## config.mk

```make
export PLATFORM = sky130hd
export DESIGN_NAME = quad_enc_gen
export DESIGN_NICKNAME = d
export VERILOG_FILES = /design/src/rtl/quad_enc_pkg.sv /design/src/rtl/quad_prescaler.sv /design/src/rtl/quad_enc_gen.sv
export SDC_FILE = /design/constraint.sdc
export NUM_CORES = 1
export LEC_CHECK = 0
export CORE_ASPECT_RATIO = 0.6
export CORE_MARGIN = 5
export CORE_UTILIZATION = 50
export CTS_CLUSTER_SIZE = 16
export DETAILED_ROUTE_END_ITERATION = 8
export DONT_BUFFER_PORTS = 1
export HOLD_SLACK_MARGIN = 0.15
export MAX_ROUTING_LAYER = met4
export PLACE_DENSITY = 0.65
export SYNTH_ARGS = -nofsm -noshare
export SYNTH_HDL_FRONTEND = slang
export SYNTH_SLANG_ARGS = --single-unit
```

## constraint.sdc

```tcl
create_clock -name Clkb -period 2.5 [get_ports Clkb]
set_input_delay 0.25 -clock Clkb [delete_from_list [all_inputs] [get_ports Clkb]]
set_output_delay 0.25 -clock Clkb [all_outputs]
set_load 0.01 [all_outputs]
```

## src/rtl/quad_enc_pkg.sv

```systemverilog
// Shared types and constants for the quadrature encoder pattern generator.
package quad_enc_pkg;

    localparam int DIV_W_DEF = 8;
    localparam int POS_W_DEF = 16;

    typedef enum logic [1:0] {
        IDLE = 2'd0,
        WAIT = 2'd1,
        STEP = 2'd2
    } state_t;

    // Forward Gray order; entry 0 is the reset pattern 00
    localparam logic [3:0][1:0] GRAY_SEQ = {2'b10, 2'b11, 2'b01, 2'b00};

endpackage

```

## src/rtl/quad_prescaler.sv

```systemverilog
// Loadable down-counter that times the WAIT phase; all flops on the falling clock edge.
module quad_prescaler
    import quad_enc_pkg::*;
#(
    parameter int DIV_W = DIV_W_DEF
) (
    input  logic             clk,
    input  logic             rst_n,
    input  logic             load,
    input  logic             en,
    input  logic [DIV_W-1:0] div,
    output logic             tick
);

    logic [DIV_W-1:0] cnt;

    always_ff @(negedge clk or negedge rst_n) begin
        if (!rst_n)
            cnt <= '0;
        else if (load)
            cnt <= div;
        else if (en && cnt != '0)
            cnt <= cnt - DIV_W'(1);
    end

    // Loaded with div, so WAIT lasts div+1 cycles before tick
    assign tick = en && (cnt == '0);

endmodule

```

## src/rtl/quad_enc_gen.sv

```systemverilog
// Quadrature encoder pattern generator: emits Gray-coded quarter-steps on enc_out.
// Optional index output enc_idx enabled by macro QUAD_ENC_GEN_INDEX_EN.
module quad_enc_gen
    import quad_enc_pkg::*;
#(
    parameter int DIV_W = DIV_W_DEF,
    parameter int POS_W = POS_W_DEF
) (
    input  logic             Clkb,
    input  logic             RSTb,
    input  logic             cmd_valid,
    output logic             cmd_ready,
    input  logic             cmd_dir,
    input  logic [7:0]       cmd_steps,
    input  logic [DIV_W-1:0] cmd_div,
    output logic [1:0]       enc_out,
    output logic             busy,
    output logic             done,
    output logic [POS_W-1:0] position
`ifdef QUAD_ENC_GEN_INDEX_EN
    ,
    output logic             enc_idx
`endif
);

    state_t           state, state_nxt;
    logic             dir_q;
    logic [7:0]       rem_q;
    logic [DIV_W-1:0] div_q;
    logic [1:0]       ph_q, ph_nxt;
    logic             init_q;
    logic             accept, load, step_en, done_nxt, tick;
    logic [DIV_W-1:0] pre_div;
    logic [POS_W-1:0] pos_nxt;
    logic [1:0]       enc_nxt;

    // init_q keeps cmd_ready low while reset is held and until the first edge after it
    assign busy      = (state != IDLE);
    assign cmd_ready = init_q && (state == IDLE) && !done;
    assign accept    = cmd_valid && cmd_ready;
    assign pre_div   = (state == IDLE) ? cmd_div : div_q;

    quad_prescaler #(.DIV_W(DIV_W)) u_presc (
        .clk   (Clkb),
        .rst_n (RSTb),
        .load  (load),
        .en    (state == WAIT),
        .div   (pre_div),
        .tick  (tick)
    );

    always_comb begin
        state_nxt = state;
        load      = 1'b0;
        step_en   = 1'b0;
        done_nxt  = 1'b0;
        case (state)
            IDLE: begin
                if (accept) begin
                    load = 1'b1;
                    if (cmd_steps != 8'd0)
                        state_nxt = WAIT;
                    else
                        done_nxt = 1'b1;
                end
            end
            WAIT: begin
                if (tick)
                    state_nxt = STEP;
            end
            STEP: begin
                step_en = 1'b1;
                if (rem_q == 8'd1) begin
                    state_nxt = IDLE;
                    done_nxt  = 1'b1;
                end else begin
                    state_nxt = WAIT;
                    load      = 1'b1;
                end
            end
            default: state_nxt = IDLE;
        endcase
    end

    assign ph_nxt  = step_en ? (dir_q ? ph_q + 2'd1 : ph_q - 2'd1) : ph_q;
    assign enc_nxt = GRAY_SEQ[ph_nxt];
    assign pos_nxt = step_en ? (dir_q ? position + POS_W'(1) : position - POS_W'(1)) : position;

    always_ff @(negedge Clkb or negedge RSTb) begin
        if (!RSTb) begin
            state    <= IDLE;
            init_q   <= 1'b0;
            done     <= 1'b0;
            dir_q    <= 1'b0;
            rem_q    <= '0;
            div_q    <= '0;
            ph_q     <= '0;
            enc_out  <= 2'b00;
            position <= '0;
        end else begin
            state    <= state_nxt;
            init_q   <= 1'b1;
            done     <= done_nxt;
            ph_q     <= ph_nxt;
            enc_out  <= enc_nxt;
            position <= pos_nxt;
            if (accept) begin
                dir_q <= cmd_dir;
                rem_q <= cmd_steps;
                div_q <= cmd_div;
            end else if (step_en) begin
                rem_q <= rem_q - 8'd1;
            end
        end
    end

`ifdef QUAD_ENC_GEN_INDEX_EN
    // Built from next-state values so the index lines up with the registered outputs
    always_ff @(negedge Clkb or negedge RSTb) begin
        if (!RSTb)
            enc_idx <= 1'b0;
        else
            enc_idx <= (pos_nxt[5:0] == 6'd0) && (enc_nxt == 2'b00);
    end
`endif

endmodule

```

-- Yosys cells after proc, flatten, opt, wreduce, memory -nomap -nowiden
Index checks and enable logic that the tools add are counted.
- add/sub/neg operators: 6
- $lt $le $gt $ge: 1
- equality and inequality tests: 6
- multiplexer cells: 23
- reductions and logical operators: 14
- operator list (operator ; number):
    8-bit 2-to-1 mux ; 5
    16-bit by 1-bit adder with 16-bit output (second input constant) ; 1
    16-bit 2-to-1 mux ; 1
    8-bit nonzero test ; 2
    16-bit by 1-bit subtractor with 16-bit output (second input constant) ; 1
    8-bit by 1-bit subtractor with 8-bit output (second input constant) ; 2
    2-bit 2-to-1 mux ; 6
    8-bit by 1-bit == test with 1-bit output (second input constant) ; 1
    8-bit logical NOT ; 1
    1-bit 2-to-1 mux ; 7
    2-bit case mux with 3 select lines ; 1
    2-bit nonzero test ; 3
    1-bit logical AND ; 5
    2-bit binary-select mux with 2-bit select ; 1
    2-bit != test (second input constant) ; 2
    1-bit case mux with 2 select lines ; 2
    2-bit by 3-bit < comparator with 1-bit output (second input constant) ; 1
    3-bit AND reduction ; 1
    2-bit by 1-bit adder with 2-bit output (second input constant) ; 1
    2-bit by 1-bit == test with 1-bit output (second input constant) ; 1
    2-bit == test (second input constant) ; 1
    2-bit logical NOT ; 1
    2-bit by 1-bit != test with 1-bit output (second input constant) ; 1
    2-bit by 1-bit subtractor with 2-bit output (second input constant) ; 1
    1-bit logical NOT ; 1
- flip-flop bits (word level): 49
- input port bits: 20
- output and inout bits: 21
- logic and storage cells: 60

-- Longest topological paths before layout
Gate-level depths: netlist of the first run.
- word-level depth: 7
- mapped depth: 8

-- Cells and area by module
A second synthesis of the first run with hierarchy kept.
- cells, all modules: 330
- area total of the unflattened synthesis: 3045.4 um^2
- modules (own cells, without submodules) (module ; times used ; cells an instance ; area each (um^2)):
    quad_enc_gen ; 1 ; 274 ; 2494.9
    quad_prescaler ; 1 ; 56 ; 550.5

==> results.md, run 1 <==
- Post-synth top flop: dfrtn_1
- Highest Signal Layer: met4
- Core area: 6080 µm²
- DRC violations left: 0
- Inserted Clock Buffers: 5
- CTS root buffer: clkbuf_8
- Clock Path Buffers: 2
- Post-route antenna net violation count: 0
- Syn Area/Cell: 8.67 µm²
- Yosys Warn Count: 0
- R2R Setup Slk: 0.12 ns
- Gpl congestion: 0.918
- Layout area overhead: 13.5%
- PD cells: 1610 nW/µm²
- Post-synth EDFFs: 0
- GR Overflow Total: 0
- Hold endpoint: div_q[3]
- Mapped Cells: 359
- Die Ht: 71.1 µm
- DR vias/cell: 5.85
- Final setup vio count: 2
- Met3 WL post-DR: 666 µm
- Crit end category: output port
- Worst-path clk slew: 0.06 ns
- Met1 wire length: 4450 µm
- Leak Pwr: 1.55 nW
- Multi-input logic area: 1830 µm²
- #FFs+latches synth: 48
- Async SR Flop Fraction: 100%
- Final WS setup: -0.164 ns
- Total Power: 5.70 mW
- Skew-Pair Late Insertion Delay: 0.31 ns
- Die Span X: 112 µm
- Cell Area, Synth: 3110 µm²
- RR Startpoint: dir_q
- Pre-CTS worst setup slack: 0.112 ns
- CTS tree: done
- Die footprint: 7960 µm²
- Port-buffer cells: 0
- Nets@finish: 426
- Reg2Reg Depth: 8
- Hold Path Class: flip-flop to flip-flop
- RSZ-0062 raised after global routing: true
- Post-synthesis sequential area ratio: 38.6%
- Layout cell share with drive strength beyond 1: 15.5%
- N_diodes: 0
- # fillers: 585
- Num rows: 22
- Register area: 1200 µm²
- Final hold vios: 0
- Setup TNS Final: -0.188 ns
- Hold path start: div_q[3]
- Hold slack final: 0.425 ns
- Largest net degree at the start of global routing: 49
- Tot GR Track Use: 21.8%
- Placed cells: 461
- Initial Utilization: 51.2%
- Final core utilization: 58.1%
- Fin Clk Skew: 0.00377 ns
- Slew headroom: 59.6%
- # IOs: 41
- Post-DP HPWL: 6210 µm
- Routed WL: 8230 µm
- Slew of the pin with the lowest slew margin: 0.605 ns
- Worst setup SP type: flip-flop
- Vias in the first global route: 2571
- Req. time, crit path: 2.25 ns
- DR vias: 2763
- Met2 WL post-DR: 3040 µm
- Antenna violations before repair: 0
- First-pass GRT wire length: 13500 µm
- Design Area, Final: 3530 µm²
- Initial drt markers: 204
- Slew Limit Fails: 0
- Worst reg2reg path endpoint: position[14]
- Status: complete, but fails checks
- Critical Path AT: 2.41 ns
- CTS Sinks: 48
- Hold Path Depth: 2
- Failing checks: negative setup slack
- Final Instance Count excl. Fillers: 472
- Pre-Repair DR Iteration Count: 5
- Crit-path max FO: 3
- Placed inst area: 3410 µm²
- H-tree depth: 2
- Peak supply drop: 0.000928 V
- Setup CP Type: flip-flop to output port
- Syn_nets: 398
- Max-Cap Viols: 0
- Avg WL per Cell: 17.4 µm
- Synth unique cells: 58
==> kinds of logic after synthesis <==
family	count (synthesis)	synth area share [%]
AO/OA/AOI/OAI	100	22.5
buffers and inverters	26	3.38
other	1	0.120
XOR/XNOR	15	4.22
multiplexers	2	0.643
flip-flops	48	38.6
AND/OR/NAND/NOR	148	22.6
adder cells (fa/ha/maj)	19	7.88
==> critical path, stage by stage (launching register included) <==
cell	delay [ns]
dfrtn_1	0.41
nor4b_2	0.26
buf_4	0.19
==> how the worst max path moves through the flow <==
stage / start / end / slack (ns) / cells past startpoint
floorplan: dir_q / position[14] / -0.1 / 8
global placement: dir_q / position[15] / 0.12 / 9
detailed placement: cmd_valid / u_presc.cnt[5] / 0.11 / 4
CTS: done / cmd_ready / -0.14 / 2
global route: state[0] / cmd_ready / -0.24 / 2
finish: done / cmd_ready / -0.16 / 2
==> Yosys cell counts (all sizes together) (4+ instances only) <==
library cell	instances	area, µm²
a211o	4	36.3
a211oi	6	57.6
a21o	4	30.0
a21oi	18	90.1
buf	5	26.3
clkbuf	10	37.5
dfrtn	48	1200
ha	18	225
inv	11	41.3
nand2	76	285
nand3	11	55.1
nand4	5	31.3
nor2	15	56.3
nor2b	5	38.8
nor3	9	45.0
nor3b	4	30.0
nor4	6	37.5
o21a	8	60.1
o21ai	27	135
o31ai	7	66.3
xnor2	8	70.1
xor2	7	61.3
==> state kept, by name (all words and copies together), names as in the netlist <==
register and cells:
dir_q 1, init_q 1, state 2, position 16, ph_q 1, u_presc.cnt 8
rem_q 8, enc_out 2, div_q 8, done 1
==> layout make-up <==
| class | instances | share of cell area [%] |
|---|---|---|
| Inverter | 11 | 1.17 |
| Multi-Input combinational cell | 285 | 51.7 |
| Clock buffer | 5 | 1.95 |
| Clock inverter | 3 | 0.531 |
| Timing Repair Buffer | 36 | 7.65 |
| Tap cell | 84 | 2.98 |
| Sequential cell | 48 | 34.0 |
==> cell usage in the layout (no fill, tap or decap), types with 8 or more instances in the layout <==
cell and n:
buf_4 36, inv_1 10, dfrtn_1 48, ha_1 18
a21oi_1 18, nor3_1 9, o21a_1 8, o21ai_0 26
xnor2_1 8, nand3_1 11, nand2_1 76, nor2_1 14
==> timing repair <==
action | in CTS | in global routing
resized for setup | 2 | 4
hold buffers | 0 | 0
setup buffers | 3 | 0
endpoints found under the hold margin | 0 | 0
endpoints found under the setup margin | 2 | 4
==> report_power, final <==
| part | total [mW] | switching, mW | internal, mW |
|---|---|---|---|
| Combinational | 3.65 | 2.02 | 1.62 |
| Clock | 0.482 | 0.286 | 0.196 |
| Sequential | 1.57 | 0.395 | 1.18 |
==> metal layers <==
metal / GRT usage [%] / vias up
li1: - / 1352
met4: 4.05 / 0
met1: 35.3 / 1309
met3: 5.30 / 8
met5: - / -
met2: 26.6 / 94
(Power assumes the default switching activity.)
==> run 2, diff against run 1 <==
Settings changed: CORE_ASPECT_RATIO 0.6 to 1.2.
==> results.md, run 2 (same netlist as run 1, synthesis figures left out) <==
- Design Area, Final: 3550 µm² (+0.50%)
- Leak Pwr: 1.54 nW (-0.34%)
- Num rows: 31 (+41%)
- Vias in the first global route: 2674 (+4.0%)
- Inserted Clock Buffers: 5 (unchanged)
- Skew-Pair Late Insertion Delay: 0.30 ns (about the same)
- CTS tree: done
- DR vias: 2711 (-1.9%)
- DRC violations left: 0 (unchanged)
- Layout area overhead: 14.0%
- Max-Cap Viols: 0 (unchanged)
- Final setup vio count: 2 (unchanged)
- Failing checks: negative setup slack
- Largest net degree at the start of global routing: 49 (unchanged)
- RSZ-0062 raised after global routing: true
- Slew Limit Fails: 0 (unchanged)
- Worst setup SP type: flip-flop
- Initial drt markers: 133 (-35%)
- Port-buffer cells: 0 (unchanged)
- Clock Path Buffers: 2 (unchanged)
- Placed inst area: 3380 µm² (-0.95%)
- Die footprint: 7910 µm² (-0.57%)
- Commonest non-fill, non-tap cells in the layout: nand2_1, dfrtn_1, buf_4, o21ai_0, ha_1
- Hold Path Class: flip-flop to flip-flop
- GR Overflow Total: 0 (unchanged)
- Placed cells: 455 (-1.3%)
- Post-route antenna net violation count: 0 (unchanged)
- Setup CP Type: flip-flop to output port
- PD cells: 1590 nW/µm² (-1.4%)
- Slew headroom: 65.3% (+5.7 points)
- CTS Sinks: 48 (unchanged)
- Tot GR Track Use: 21.2% (-0.55 points)
- Final Instance Count excl. Fillers: 467 (-1.1%)
- Die Span X: 82.0 µm (-27%)
- Pre-Repair DR Iteration Count: 4 (-1)
- Worst-path clk slew: 0.06 ns (about the same)
- Avg WL per Cell: 15.7 µm (-10%)
- Fin Clk Skew: 0.00747 ns (+0.00370 ns)
- H-tree depth: 2 (unchanged)
- Max reg flops: 16 (unchanged)
- Hold slack final: 0.424 ns (-0.00120 ns)
- Antenna violations before repair: 0 (unchanged)
- Gpl congestion: 0.886 (-3.5%)
- Pre-CTS worst setup slack: -0.0103 ns (-0.122 ns)
- Nets@finish: 423 (-0.70%)
- Final WS setup: -0.124 ns (+0.0408 ns)
- Final hold vios: 0 (unchanged)
- Slew of the pin with the lowest slew margin: 0.515 ns (-0.0894 ns)
- Routed WL: 7320 µm (-11%)
- # IOs: 41 (unchanged)
- Most flops, register: position
- Peak supply drop: 0.000614 V (-34%)
- Core area: 6050 µm² (-0.53%)
- Status: complete, but fails checks
- Commonest non-fill, non-tap cell in the layout: nand2_1
- First-pass GRT wire length: 12700 µm (-5.4%)
- Layout cell share with drive strength beyond 1: 15.8% (+0.38 points)
- DR vias/cell: 5.81 (-0.83%)
- Die Ht: 96.4 µm (+36%)
- N_diodes: 0 (unchanged)
- Critical Path AT: 2.37 ns (-0.04 ns)
- Crit end category: output port
- Post-DP HPWL: 5440 µm (-12%)
- Req. time, crit path: 2.25 ns (about the same)
- CTS root buffer: clkbuf_8
- Setup TNS Final: -0.243 ns (-0.0550 ns)
- Crit-path max FO: 3 (unchanged)
- Initial Utilization: 51.4% (+0.28 points)
[run 2: worst max-delay path: stages (launching register included)]
cell and delay, ns:
dfrtn_1 0.39, buf_4 0.15, buf_6 0.11, nor2_4 0.10, inv_2 0.07
[run 2: report_power, final]
group	switching, mW	internal, mW
clock network	0.261	0.297
logic	1.94	1.59
registers	0.393	1.18
[run 2: what timing repair did]
| action | CTS | global route |
|---|---|---|
| hold buffers | 0 | 0 |
| gates resized for setup | 3 | 10 |
| setup buffers | 3 | 1 |
| setup endpoints to repair | 3 | 6 |
| pin swaps | 2 | 0 |
[run 2: path summary, 6_finish.rpt]
path / slack [ns] / endpoint / depth (start not counted) / startpoint
hold / removal: 0.42 / div_q[4] / 2 / div_q[4]
max in group asynchronous: 1.60 / div_q[4] / 0 / RSTb
setup / recovery: -0.12 / busy / 4 / state[1]
hold reg to reg: 0.42 / div_q[4] / 2 / div_q[4]
min in group asynchronous: 0.77 / position[8] / 0 / RSTb
setup reg to reg: 0.14 / position[14] / 8 / dir_q
[run 2: final cells by class]
class / instances / area (µm²)
flip-flops and latches: 48 / 1200
repair buffers: 33 / 251
fillers: 584 / 2500
multi-input cells: 285 / 1850
inverters: 11 / 41.3
well taps: 82 / 103
clock inverters: 2 / 35.0
clock buffers: 6 / 72.6
[run 2: metrics by stage]
| stage | power (mW) | utilization (%) |
|---|---|---|
| global placement | 4.90 | 55.8 |
| detailed placement | 4.95 | 55.8 |
| finish | 5.65 | 58.7 |
| CTS | 5.60 | 58.1 |
| floorplan | 3.97 | - |
| global route | 6.22 | 58.7 |
[run 2: per-layer routing]
metal | global-route usage, % | up-vias | part of all wire (%)
li1 | - | 1342 | -
met1 | 26.2 | 1299 | 43
met2 | 36.2 | 63 | 51
met3 | 3.99 | 7 | 5.4
met4 | 4.71 | 0 | 0.92
met5 | - | - | 0
==> run 3, diff against run 2 <==
Settings changed: CAP_MARGIN set to 20, PLACE_DENSITY 0.65 to unset, PLACE_DENSITY_LB_ADDON set to 0.3.
==> results.md, run 3 (same netlist as run 1, synthesis figures left out) <==
- Status: complete, but fails checks
- Failing checks: negative setup slack
- Antenna violations before repair: 0 (unchanged)
- N_diodes: 0 (unchanged)
- DR vias/cell: 5.81 (+0.16%)
- Layout cell share with drive strength beyond 1: 14.4% (-1.4 points)
- Bufs and invs on worst path: 1 (-2)
- Largest net degree at the start of global routing: 49 (unchanged)
- Core area: 6050 µm² (unchanged)
- CTS root buffer: clkbuf_8
- Nets@finish: 420 (-0.71%)
- PD cells: 1600 nW/µm² (+0.82%)
- Critical Path AT: 2.43 ns (+0.06 ns)
- Commonest non-fill, non-tap cell in the layout: nand2_1
- Initial Utilization: 51.4% (unchanged)
- Inserted Clock Buffers: 5 (unchanged)
- Die Ht: 96.4 µm (unchanged)
- Final hold vios: 0 (unchanged)
- Total Power: 5.66 mW (+0.14%)
- Commonest non-fill, non-tap cells in the layout: nand2_1, dfrtn_1, buf_4, o21ai_0
- Fin Clk Skew: 0.00532 ns (-0.00215 ns)
- Post-DP HPWL: 5520 µm (+1.5%)
- # IOs: 41 (unchanged)
- Leak Pwr: 1.54 nW (-0.46%)
- Layout area overhead: 13.3%
- RSZ-0062 raised after global routing: true
- Max-Cap Viols: 0 (unchanged)
- Die Span X: 82.0 µm (unchanged)
- Slowest-stage cell, CP: dfrtn_1
- Pre-Repair DR Iteration Count: 4 (unchanged)
- Die footprint: 7910 µm² (unchanged)
- Avg WL per Cell: 15.8 µm (+0.62%)
- CTS Sinks: 48 (unchanged)
- Setup CP Type: flip-flop to output port
- # fillers: 585 (+0.17%)
- CP cell instances: nor4b_2, buf_4
- Post-route antenna net violation count: 0 (unchanged)
- Placed cells: 454 (-0.22%)
- DR vias: 2698 (-0.48%)
- Crit end category: output port
- Final WS setup: -0.176 ns (-0.0523 ns)
- Skew-Pair Late Insertion Delay: 0.30 ns (about the same)
- First-pass GRT wire length: 12400 µm (-3.0%)
- Worst-path clk slew: 0.06 ns (about the same)
- Max reg flops: 16 (unchanged)
- Slew of the pin with the lowest slew margin: 0.548 ns (+0.0324 ns)
- Initial drt markers: 103 (-23%)
- Tot GR Track Use: 20.7% (-0.53 points)
- Final Instance Count excl. Fillers: 464 (-0.64%)
- Crit path max-delay family: flip-flops
- GR Overflow Total: 0 (unchanged)
- Port-buffer cells: 0 (unchanged)
- Gpl congestion: 0.886 (about the same)
- DRC violations left: 0 (unchanged)
- Num rows: 31 (unchanged)
- CTS tree: done
- Multi-input logic area: 1820 µm² (-1.3%)
- Hold Path Class: flip-flop to flip-flop
- Slowest cell delay on critical path: 0.40 ns (about the same)
- Placed inst area: 3380 µm² (+0.15%)
- Design Area, Final: 3530 µm² (-0.67%)
- Register area: 1200 µm² (unchanged)
- Slew headroom: 62.6% (-2.8 points)
- Worst setup SP type: flip-flop
- Routed WL: 7320 µm (about the same)
- Req. time, crit path: 2.25 ns (about the same)
- Peak supply drop: 0.000613 V (about the same)
- Most flops, register: position
- Clock Path Buffers: 2 (unchanged)
- Crit-path max FO: 3 (unchanged)
- H-tree depth: 2 (unchanged)
- Post-CTS Hold Buffers: 0 (unchanged)
- Slew Limit Fails: 0 (unchanged)
- Final setup vio count: 2 (unchanged)
- Vias in the first global route: 2626 (-1.8%)
[run 3: cell count changes in the layout (fill, tap and decap cells not counted), sizes merged]
cell and change:
buf -3
[run 3: per-layer routing]
metal	vias up	global-route usage [%]	wire, µm
met1	1304	24.5	3030
li1	1340	-	-
met4	0	6.65	93
met5	-	-	0
met3	8	5.66	412
met2	46	34.2	3790
[run 3: through the flow]
step / utilization, % / hold WS (ns) / worst slack [ns] / TNS [ns]
after floorplan: - / 0.406 / -0.0952 / -0.0952
after global placement: 55.9 / 0.418 / 0.0743 / 0
after detailed placement: 55.9 / 0.423 / 0.0168 / 0
after CTS: 58.1 / 0.424 / -0.162 / -0.247
after global routing: 58.3 / 0.465 / -0.226 / -0.381
final: 58.3 / 0.421 / -0.176 / -0.270
[run 3: area by class of cell]
type,count,area share (%)
Clock inverter,2,1.10
Inverter,11,1.17
Tap cell,82,2.91
Timing Repair Buffer,30,6.74
Multi-Input combinational cell,285,51.7
Sequential cell,48,34.1
Clock buffer,6,2.34
[run 3: power breakdown]
group          internal, mW  switching, mW
registers              1.18          0.400
clock network         0.327          0.269
logic                  1.58           1.91
[run 3: worst paths after layout]
kind                            startpoint           end  slack, ns  depth (start not counted)
worst min-delay path              div_q[4]      div_q[4]       0.42                          2
max in group asynchronous             RSTb  position[11]       1.61                          0
worst max register to register       dir_q  position[11]       0.12                          9
min in group asynchronous             RSTb      rem_q[7]       0.77                          0
worst max-delay path              state[1]     cmd_ready      -0.18                          2
worst min register to register    div_q[4]      div_q[4]       0.42                          2
[run 3: repair_timing]
item,4_1_cts,5_1_grt
gates cloned,0,0
gates resized for setup,1,5
setup endpoints to repair,2,6
setup buffers,2,0
[run 3: worst min-delay path: cells and delay by family (launching register included)]
family	cells	cell delay [ns]
flops	1	0.41
simple gates	2	0.10
